$ cat src/rtl/ccu_snoop_responder.sv
// ACE snoop responder: accepts one AC snoop, looks the line up in the cache,
// answers on CR, streams the line on CD when required and issues the state update.
module ccu_snoop_responder #(
  parameter int DcacheLineWidth = 128,
  parameter int AxiDataWidth    = 64,
  parameter int AddrWidth       = 64
) (
  input  logic                       clk_i,
  input  logic                       rst_i,
  input  logic                       ac_valid_i,
  output logic                       ac_ready_o,
  input  logic [AddrWidth-1:0]       ac_addr_i,
  input  logic [3:0]                 ac_snoop_i,
  output logic                       cr_valid_o,
  input  logic                       cr_ready_i,
  output logic [4:0]                 cr_resp_o,
  output logic                       cd_valid_o,
  input  logic                       cd_ready_i,
  output logic [AxiDataWidth-1:0]    cd_data_o,
  output logic                       cd_last_o,
  output logic                       lkp_req_o,
  input  logic                       lkp_gnt_i,
  output logic [AddrWidth-1:0]       lkp_addr_o,
  input  logic                       lkp_rvalid_i,
  input  logic                       lkp_hit_i,
  input  logic                       lkp_dirty_i,
  input  logic                       lkp_shared_i,
  input  logic [DcacheLineWidth-1:0] lkp_data_i,
  output logic                       upd_valid_o,
  output logic [1:0]                 upd_op_o,
  output logic [AddrWidth-1:0]       upd_addr_o
);

  localparam int DcacheLineWords = DcacheLineWidth / AxiDataWidth;
  localparam int LineOffBits     = $clog2(DcacheLineWidth / 8);
  localparam int CntW            = (DcacheLineWords > 1) ? $clog2(DcacheLineWords) : 1;
  localparam logic [CntW-1:0] LastCnt = CntW'(DcacheLineWords - 1);

  localparam logic [3:0] SnpReadOnce     = 4'b0000;
  localparam logic [3:0] SnpReadShared   = 4'b0001;
  localparam logic [3:0] SnpReadUnique   = 4'b0111;
  localparam logic [3:0] SnpCleanInvalid = 4'b1001;
  localparam logic [3:0] SnpMakeInvalid  = 4'b1101;

  localparam logic [1:0] UpdNone   = 2'd0;
  localparam logic [1:0] UpdShared = 2'd1;
  localparam logic [1:0] UpdInval  = 2'd2;

  typedef enum logic [2:0] {IDLE, LOOKUP, WAIT_RD, RESP, DATA} state_e;

  state_e                           state_q, state_d;
  logic [AddrWidth-LineOffBits-1:0] addr_q, addr_d;
  logic [3:0]                       snoop_q, snoop_d;
  logic [DcacheLineWidth-1:0]       line_q, line_d;
  logic [4:0]                       resp_q, resp_d;
  logic [1:0]                       op_q, op_d;
  logic [CntW-1:0]                  cnt_q, cnt_d;

  logic [AddrWidth-1:0] line_addr;
  logic [4:0]           lkp_resp;
  logic [1:0]           lkp_op;
  logic                 supported, dt, is_shared, pass_dirty;
  logic [1:0]           hit_op;

  assign line_addr = {addr_q, {LineOffBits{1'b0}}};

  // Response and update decode from the snoop type and the live lookup result.
  always_comb begin
    supported  = 1'b1;
    dt         = 1'b0;
    is_shared  = 1'b0;
    pass_dirty = 1'b0;
    hit_op     = UpdNone;
    case (snoop_q)
      SnpReadOnce: begin
        dt        = 1'b1;
        is_shared = 1'b1;
      end
      SnpReadShared: begin
        dt         = 1'b1;
        is_shared  = 1'b1;
        pass_dirty = lkp_dirty_i;
        hit_op     = UpdShared;
      end
      SnpReadUnique: begin
        dt         = 1'b1;
        pass_dirty = lkp_dirty_i;
        hit_op     = UpdInval;
      end
      SnpCleanInvalid: begin
        dt         = lkp_dirty_i;
        pass_dirty = lkp_dirty_i;
        hit_op     = UpdInval;
      end
      SnpMakeInvalid: hit_op = UpdInval;
      default:        supported = 1'b0;
    endcase
    if (!supported) begin
      lkp_resp = 5'b00010;
      lkp_op   = UpdNone;
    end else if (!lkp_hit_i) begin
      lkp_resp = 5'b00000;
      lkp_op   = UpdNone;
    end else begin
      lkp_resp = {!lkp_shared_i, is_shared, pass_dirty, 1'b0, dt};
      lkp_op   = hit_op;
    end
  end

  always_comb begin
    state_d     = state_q;
    addr_d      = addr_q;
    snoop_d     = snoop_q;
    line_d      = line_q;
    resp_d      = resp_q;
    op_d        = op_q;
    cnt_d       = cnt_q;
    ac_ready_o  = 1'b0;
    cr_valid_o  = 1'b0;
    cr_resp_o   = '0;
    cd_valid_o  = 1'b0;
    cd_data_o   = '0;
    cd_last_o   = 1'b0;
    lkp_req_o   = 1'b0;
    lkp_addr_o  = '0;
    upd_valid_o = 1'b0;
    upd_op_o    = UpdNone;
    upd_addr_o  = '0;
    case (state_q)
      IDLE: begin
        // The state register is already IDLE during reset; keep ready low too.
        ac_ready_o = !rst_i;
        if (ac_valid_i) begin
          addr_d  = ac_addr_i[AddrWidth-1:LineOffBits];
          snoop_d = ac_snoop_i;
          state_d = LOOKUP;
        end
      end
      LOOKUP: begin
        lkp_req_o  = 1'b1;
        lkp_addr_o = line_addr;
        if (lkp_gnt_i) state_d = WAIT_RD;
      end
      WAIT_RD: begin
        if (lkp_rvalid_i) begin
          line_d  = lkp_data_i;
          resp_d  = lkp_resp;
          op_d    = lkp_op;
          state_d = RESP;
        end
      end
      RESP: begin
        cr_valid_o = 1'b1;
        cr_resp_o  = resp_q;
        if (cr_ready_i) begin
          upd_valid_o = (op_q != UpdNone);
          upd_op_o    = (op_q != UpdNone) ? op_q : UpdNone;
          upd_addr_o  = (op_q != UpdNone) ? line_addr : '0;
          state_d     = resp_q[0] ? DATA : IDLE;
        end
      end
      DATA: begin
        cd_valid_o = 1'b1;
        cd_data_o  = line_q[cnt_q*AxiDataWidth +: AxiDataWidth];
        cd_last_o  = (cnt_q == LastCnt);
        if (cd_ready_i) begin
          if (cnt_q == LastCnt) begin
            cnt_d   = '0;
            state_d = IDLE;
          end else begin
            cnt_d = cnt_q + 1'b1;
          end
        end
      end
      default: state_d = IDLE;
    endcase
  end

  always_ff @(posedge clk_i or posedge rst_i) begin
    if (rst_i) begin
      state_q <= IDLE;
      addr_q  <= '0;
      snoop_q <= '0;
      line_q  <= '0;
      resp_q  <= '0;
      op_q    <= UpdNone;
      cnt_q   <= '0;
    end else begin
      state_q <= state_d;
      addr_q  <= addr_d;
      snoop_q <= snoop_d;
      line_q  <= line_d;
      resp_q  <= resp_d;
      op_q    <= op_d;
      cnt_q   <= cnt_d;
    end
  end

endmodule

$ cat config.mk
export PLATFORM = sky130hd
export DESIGN_NAME = ccu_snoop_responder
export DESIGN_NICKNAME = d
export VERILOG_FILES = /design/src/rtl/ccu_snoop_responder.sv
export SDC_FILE = /design/constraint.sdc
export NUM_CORES = 1
export LEC_CHECK = 0
export BUFFER_PORTS_ARGS = -buffer_cell sky130_fd_sc_hd__buf_2
export CORE_AREA = 4 4 158 160
export CTS_BUF_LIST = sky130_fd_sc_hd__clkbuf_8
export CTS_CLUSTER_SIZE = 20
export DETAILED_ROUTE_END_ITERATION = 6
export DIE_AREA = 0 0 162 164
export GPL_ROUTABILITY_DRIVEN = 1
export PLACE_DENSITY_LB_ADDON = 0.08
export SLEW_MARGIN = 0
export SYNTH_ARGS = -nofsm -noshare
export SYNTH_HDL_FRONTEND = slang
export SYNTH_SLANG_ARGS = --single-unit
$ cat constraint.sdc
create_clock -name clk_i -period 7.07 [get_ports clk_i]
set_input_delay 0.3535 -clock clk_i [delete_from_list [all_inputs] [get_ports clk_i]]
set_output_delay 0.3535 -clock clk_i [all_outputs]
set_load 0.01 [all_outputs]
Word-level counts from Yosys, hierarchy flattened
Cells that the tools add are included.
{ "word_totals": {"regBits": 203} }
{ "classes": {"n_addsub": 1, "n_eq_ne": 14, "shifts": 1, "n_mux": 34, "reduce_logical": 14} }
{ "ops": {"columns": ["cell", "count"], "rows": [
  ["64-bit two-way mux", 5],
  ["128-bit by 8-bit variable part select with 64-bit output", 1],
  ["3-bit two-way mux", 7],
  ["5-bit two-way mux", 3],
  ["3-bit case mux with 5 select lines", 1],
  ["2-bit inequality test, second input constant", 6],
  ["1-bit two-way mux", 11],
  ["2-bit two-way mux", 5],
  ["3-bit OR reduction", 3],
  ["4-bit equality test, second input constant", 2],
  ["3-bit by 2-bit equality test with 1-bit output, second input constant", 2],
  ["2-bit AND reduction", 3],
  ["6-bit AND reduction", 1],
  ["5-bit OR reduction", 1],
  ["4-bit by 1-bit equality test with 1-bit output, second input constant", 1],
  ["4-bit by 3-bit equality test with 1-bit output, second input constant", 1],
  ["4-bit zero test", 1],
  ["2-bit case mux with 2 select lines", 1],
  ["3-bit by 1-bit equality test with 1-bit output, second input constant", 1],
  ["3-bit equality test, second input constant", 1],
  ["3-bit zero test", 1],
  ["1-bit zero test", 2],
  ["1-bit case mux with 2 select lines", 1],
  ["2-bit nonzero test", 1],
  ["other kinds (2)", 2]
]} }

Depth between registers and ports, before layout
{ "logic_depth": {"ltp_word": 5, "depth_mapped": 8} }

Worst setup path before layout
No wires, ideal clock.
{ "synth_timing": {"path_type": "register to output", "startpoint": "register state_q[2]", "endpoint": "output port upd_addr_o[54]", "t_arrival_ns": 1.384, "setup_slack_ns": 5.333, "stages_incl_launch_ff": 7, "path_cell_list": "dfrtp_1 buf_4 and3b_1 buf_4 o211a_4 buf_2 and2_1"} }
{ "synth_via": {"elab_chain_cells": 2} }
{ "synth_rtl": {"columns": ["element", "line_no", "source"], "rows": [
  ["start: declaration", "51", "state_e state_q, state_d;"],
  ["start signal: assignment", "189", "state_q <= state_d;"],
  ["3-bit by 2-bit equality test with 1-bit output", "129", "case (state_q)"],
  ["64-bit two-way mux", "129", null],
  ["end: declaration", "31", "output logic [AddrWidth-1:0] upd_addr_o"]
]} }
No other way between the ends.

Worst setup path after layout
{ "layout_timing": {"startpoint": "register state_q[1]", "endpoint": "output port cd_data_o[25]"} }
{ "layout_via": {"elab_chain_cells": 2} }
{ "layout_rtl": {"columns": ["element", "line_no", "source"], "rows": [
  ["3-bit equality test", "129", null],
  ["64-bit two-way mux", "129", null],
  ["end: declaration", "19", "output logic [AxiDataWidth-1:0] cd_data_o,"]
]} }
No other way between the ends.

==> key figures <==
Layout
  • Area Overhead vs Synth: 29.3%
  • Layout cells sized above 1: 0.325
  • Fin nets: 1643

Power
  • Leakage power: 6.96 nW
  • Peak VDD IR: approximately 0.14 mV
  • Pwr dens: around 360 mW/mm^2

Critical path
  • R2r setup slk: 4430 ps
  • RR Endpoint: resp_q[0]$_DFFE_PP0P_
  • CP Launch Type: flop
  • Crit path DAT: 2730 ps
  • Worst setup EP type: output port
  • CP Data Required Time: 6720 ps
  • Crit-path max FO: 41
  • Critical path type: reg2out
  • R2r worst-path depth: 5
  • FF-to-FF Start: state_q[2]$_DFFE_PP0P_

Logic synthesis
  • Avg Inst Size Synth: 9.38 sq um
  • Post-synthesis mux area share: 0.139
  • Netlist cell types: 34
  • Post-synthesis compound-gate area fraction: 0.0152
  • Synth Warn #: 0
  • Ys flop type: dfrtp_1
  • Adder-Cell Fraction of Synth Area: 0
  • Ys async rst share: 1.00
  • Synth cell count leaders: nand2_1, dfrtp_1, and2_1
  • Cell Area, Synth: 0.00978 sq mm
  • Seq/Total Area, Yosys: 0.520
  • Synth area leader: dfrtp_1
  • Synth Instances: 1042
  • Xor and xnor area share after synthesis: 0.000896
  • Synth top area share: 0.520
  • EDFF count, synth: 0
  • Main combinational cell family by area after synthesis: simple AND/OR/NAND/NOR gates
  • Synth area leaders: dfrtp_1, nand2_1, and2_1
  • Top-count cell post-synth: nand2_1
  • #FFs+latches synth: about 200
  • Simple-gate share of the synthesized area: 0.271

Place
  • DPL Wire Length: about 20000 microns
  • GPL Wtd Cong: 0.770
  • Worst setup slack after placement: between 4000 and 5000 ps
  • IO Port Bufs: just under 400

Drt
  • Post-route ant nets: 0
  • Final WL: 29200 microns
  • DRT Pass-1 Iters: 4
  • DRC viols: 0
  • WL per Instance: 16.4 microns
  • Vias: about 8300
  • DRT iter0 DRCs: 479
  • Routed vias/inst: 4.66

STA
  • Tmin final: 3090 ps
  • Worst slew pin tran: between 1000 and 1500 ps
  • RSZ-0062 raised after global routing: false
  • Period Utilization, post-route: 0.437
  • Hold violation count in the final report: 0
  • Setup TNS: 0 ps
  • Final WS setup: around 4000 ps
  • Final max-slew violation count: 0
  • Clk_skew: approximately 17 ps
  • Maximum clock rate: 324 MHz
  • Final Setup Violations: 0
  • Worst rel slew slack: 0.294

Clock tree
  • Post-CTS setup buffers: 0
  • Bufs on Longest Clock Path: 3
  • Clock Sinks: 203
  • CTS tree: yes
  • Worst skew pair latency: 510 ps
  • Post_cts resized: 0
  • CTS Buf Count: 37
  • H-tree Lvls: 2
  • Root Driver: clkbuf_8
  • Clk slew on worst S/H paths: 60 ps

Floorplanning
  • Core area: 0.0234 sq mm
  • Die height: around 160 microns
  • Cell row count: 56
  • Die width: 162 microns
  • Die ar.: approximately 0.027 sq mm
  • Initial Utilization: 0.418
  • Top-level port count: between 400 and 500

GRT
  • First-pass GRT wire length: ~45000 microns
  • Gr usage total: 0.214
  • Antenna violations before repair: 9
  • Largest net degree at the start of global routing: 148
  • Gr ovfl total: 0
  • Number of global-route vias before repair: about 8400

Run
  • Max cap viols: 0

Worst hold path
  • Hold Crit Class: in2async

Status
  • Run status: finished, final reports clean
how the worst max path moves through the flow:
stage | slack [ps] | end | startpoint | cells after the start
floorplan | 1180 | addr_q[0]$_DFFE_PP0P_ | rst_i | 1
global placement | 4440 | resp_q[0]$_DFFE_PP0P_ | state_q[2]$_DFFE_PP0P_ | 5
detailed placement | 4420 | resp_q[0]$_DFFE_PP0P_ | state_q[2]$_DFFE_PP0P_ | 5
CTS | 3920 | cd_data_o[25] | state_q[1]$_DFFE_PP0P_ | 5
global route | 3760 | cd_data_o[25] | state_q[1]$_DFFE_PP0P_ | 5
finish | 3980 | cd_data_o[25] | state_q[1]$_DFFE_PP0P_ | 5
final cells by class:
class / count / area (sq um)
inverter: 5 / 26.3
sequential: 203 / 5080
multi-input combinational: 764 / 4220
timing repair buffer: 426 / 2250
antenna: 4 / 10.0
tap: 319 / 399
clock buffer: 42 / 578
clock inverter: 17 / 73.8
fill: 2313 / 10800
what timing repair did:
action | CTS | global route
endpoints found under the setup margin | 0 | 0
hold buffers | 21 | 0
hold endpoints to repair | 21 | 0
where the power goes:
part | internal, W | total, W | switching [W]
Combinational | 0.000667 | 0.00150 | 0.000832
Sequential | 0.00172 | 0.00207 | 0.000354
Clock | 0.000536 | 0.00101 | 0.000469
Total | 0.00292 | 0.00458 | 0.00166
layer usage:
layer / part of all wire / global-route usage / vias to the layer above
li1: - / - / 4065
met1: 0.41 / 0.269 / 3871
met2: 0.48 / 0.360 / 294
met3: 0.077 / 0.0612 / 62
met4: 0.026 / 0.0661 / 10
met5: 0.0018 / 0 / -
flip-flops by register name, indices dropped and copies added (netlist names):
register	cells
cnt_q	1
line_q	128
op_q	2
snoop_q	4
state_q	3
addr_q	60
resp_q	5
worst max-delay path, cell delays in order, from the launching register on:
cell and delay, ps:
dfrtp_1 690, nor2_1 140, nand2_2 480, buf_4 540
nor2_1 150, buf_2 170
kinds of logic (layout without fill, tap and decap cells):
group / Yosys count / count (layout)
multiplexers: 128 / 128
other: 1 / 12
XOR/XNOR: 1 / 1
AND/OR/NAND/NOR: 606 / 606
AO/OA/AOI/OAI: 21 / 21
flip-flops: 203 / 203
buffers and inverters: 82 / 490
placed cells by master (no fill, tap or decap), types with 2 or more instances in the layout:
master,instances
dfrtp_1,202
buf_4,7
nand2_1,397
clkbuf_8,42
clkinv_2,2
dlygate4sd3_1,21
conb_1,8
nor3_1,2
mux2_2,15
mux2i_1,65
a32o_1,2
a21oi_1,5
inv_1,17
o21ai_0,5
buf_2,398
and3_1,3
diode_2,4
and2_1,125
mux2_1,48
clkinvlp_4,2
a31oi_1,3
and3b_1,2
nor2_1,69
stage by stage:
step / hold WS (ps) / utilization / area (sq um) / instances / total power (W)
2_1_floorplan: 430 / - / 9800 / 1049 / 0.00315
3_3_place_gp: 449 / 0.503 / 11800 / 1696 / 0.00355
3_5_place_dp: 460 / 0.503 / 11800 / 1696 / 0.00360
4_1_cts: 0.0761 / 0.540 / 12600 / 1776 / 0.00465
5_1_grt: 2.70 / 0.540 / 12600 / 1780 / 0.00497
6_report: 12.3 / 0.540 / 12600 / 1780 / 0.00458
(Power assumes the default switching activity.)
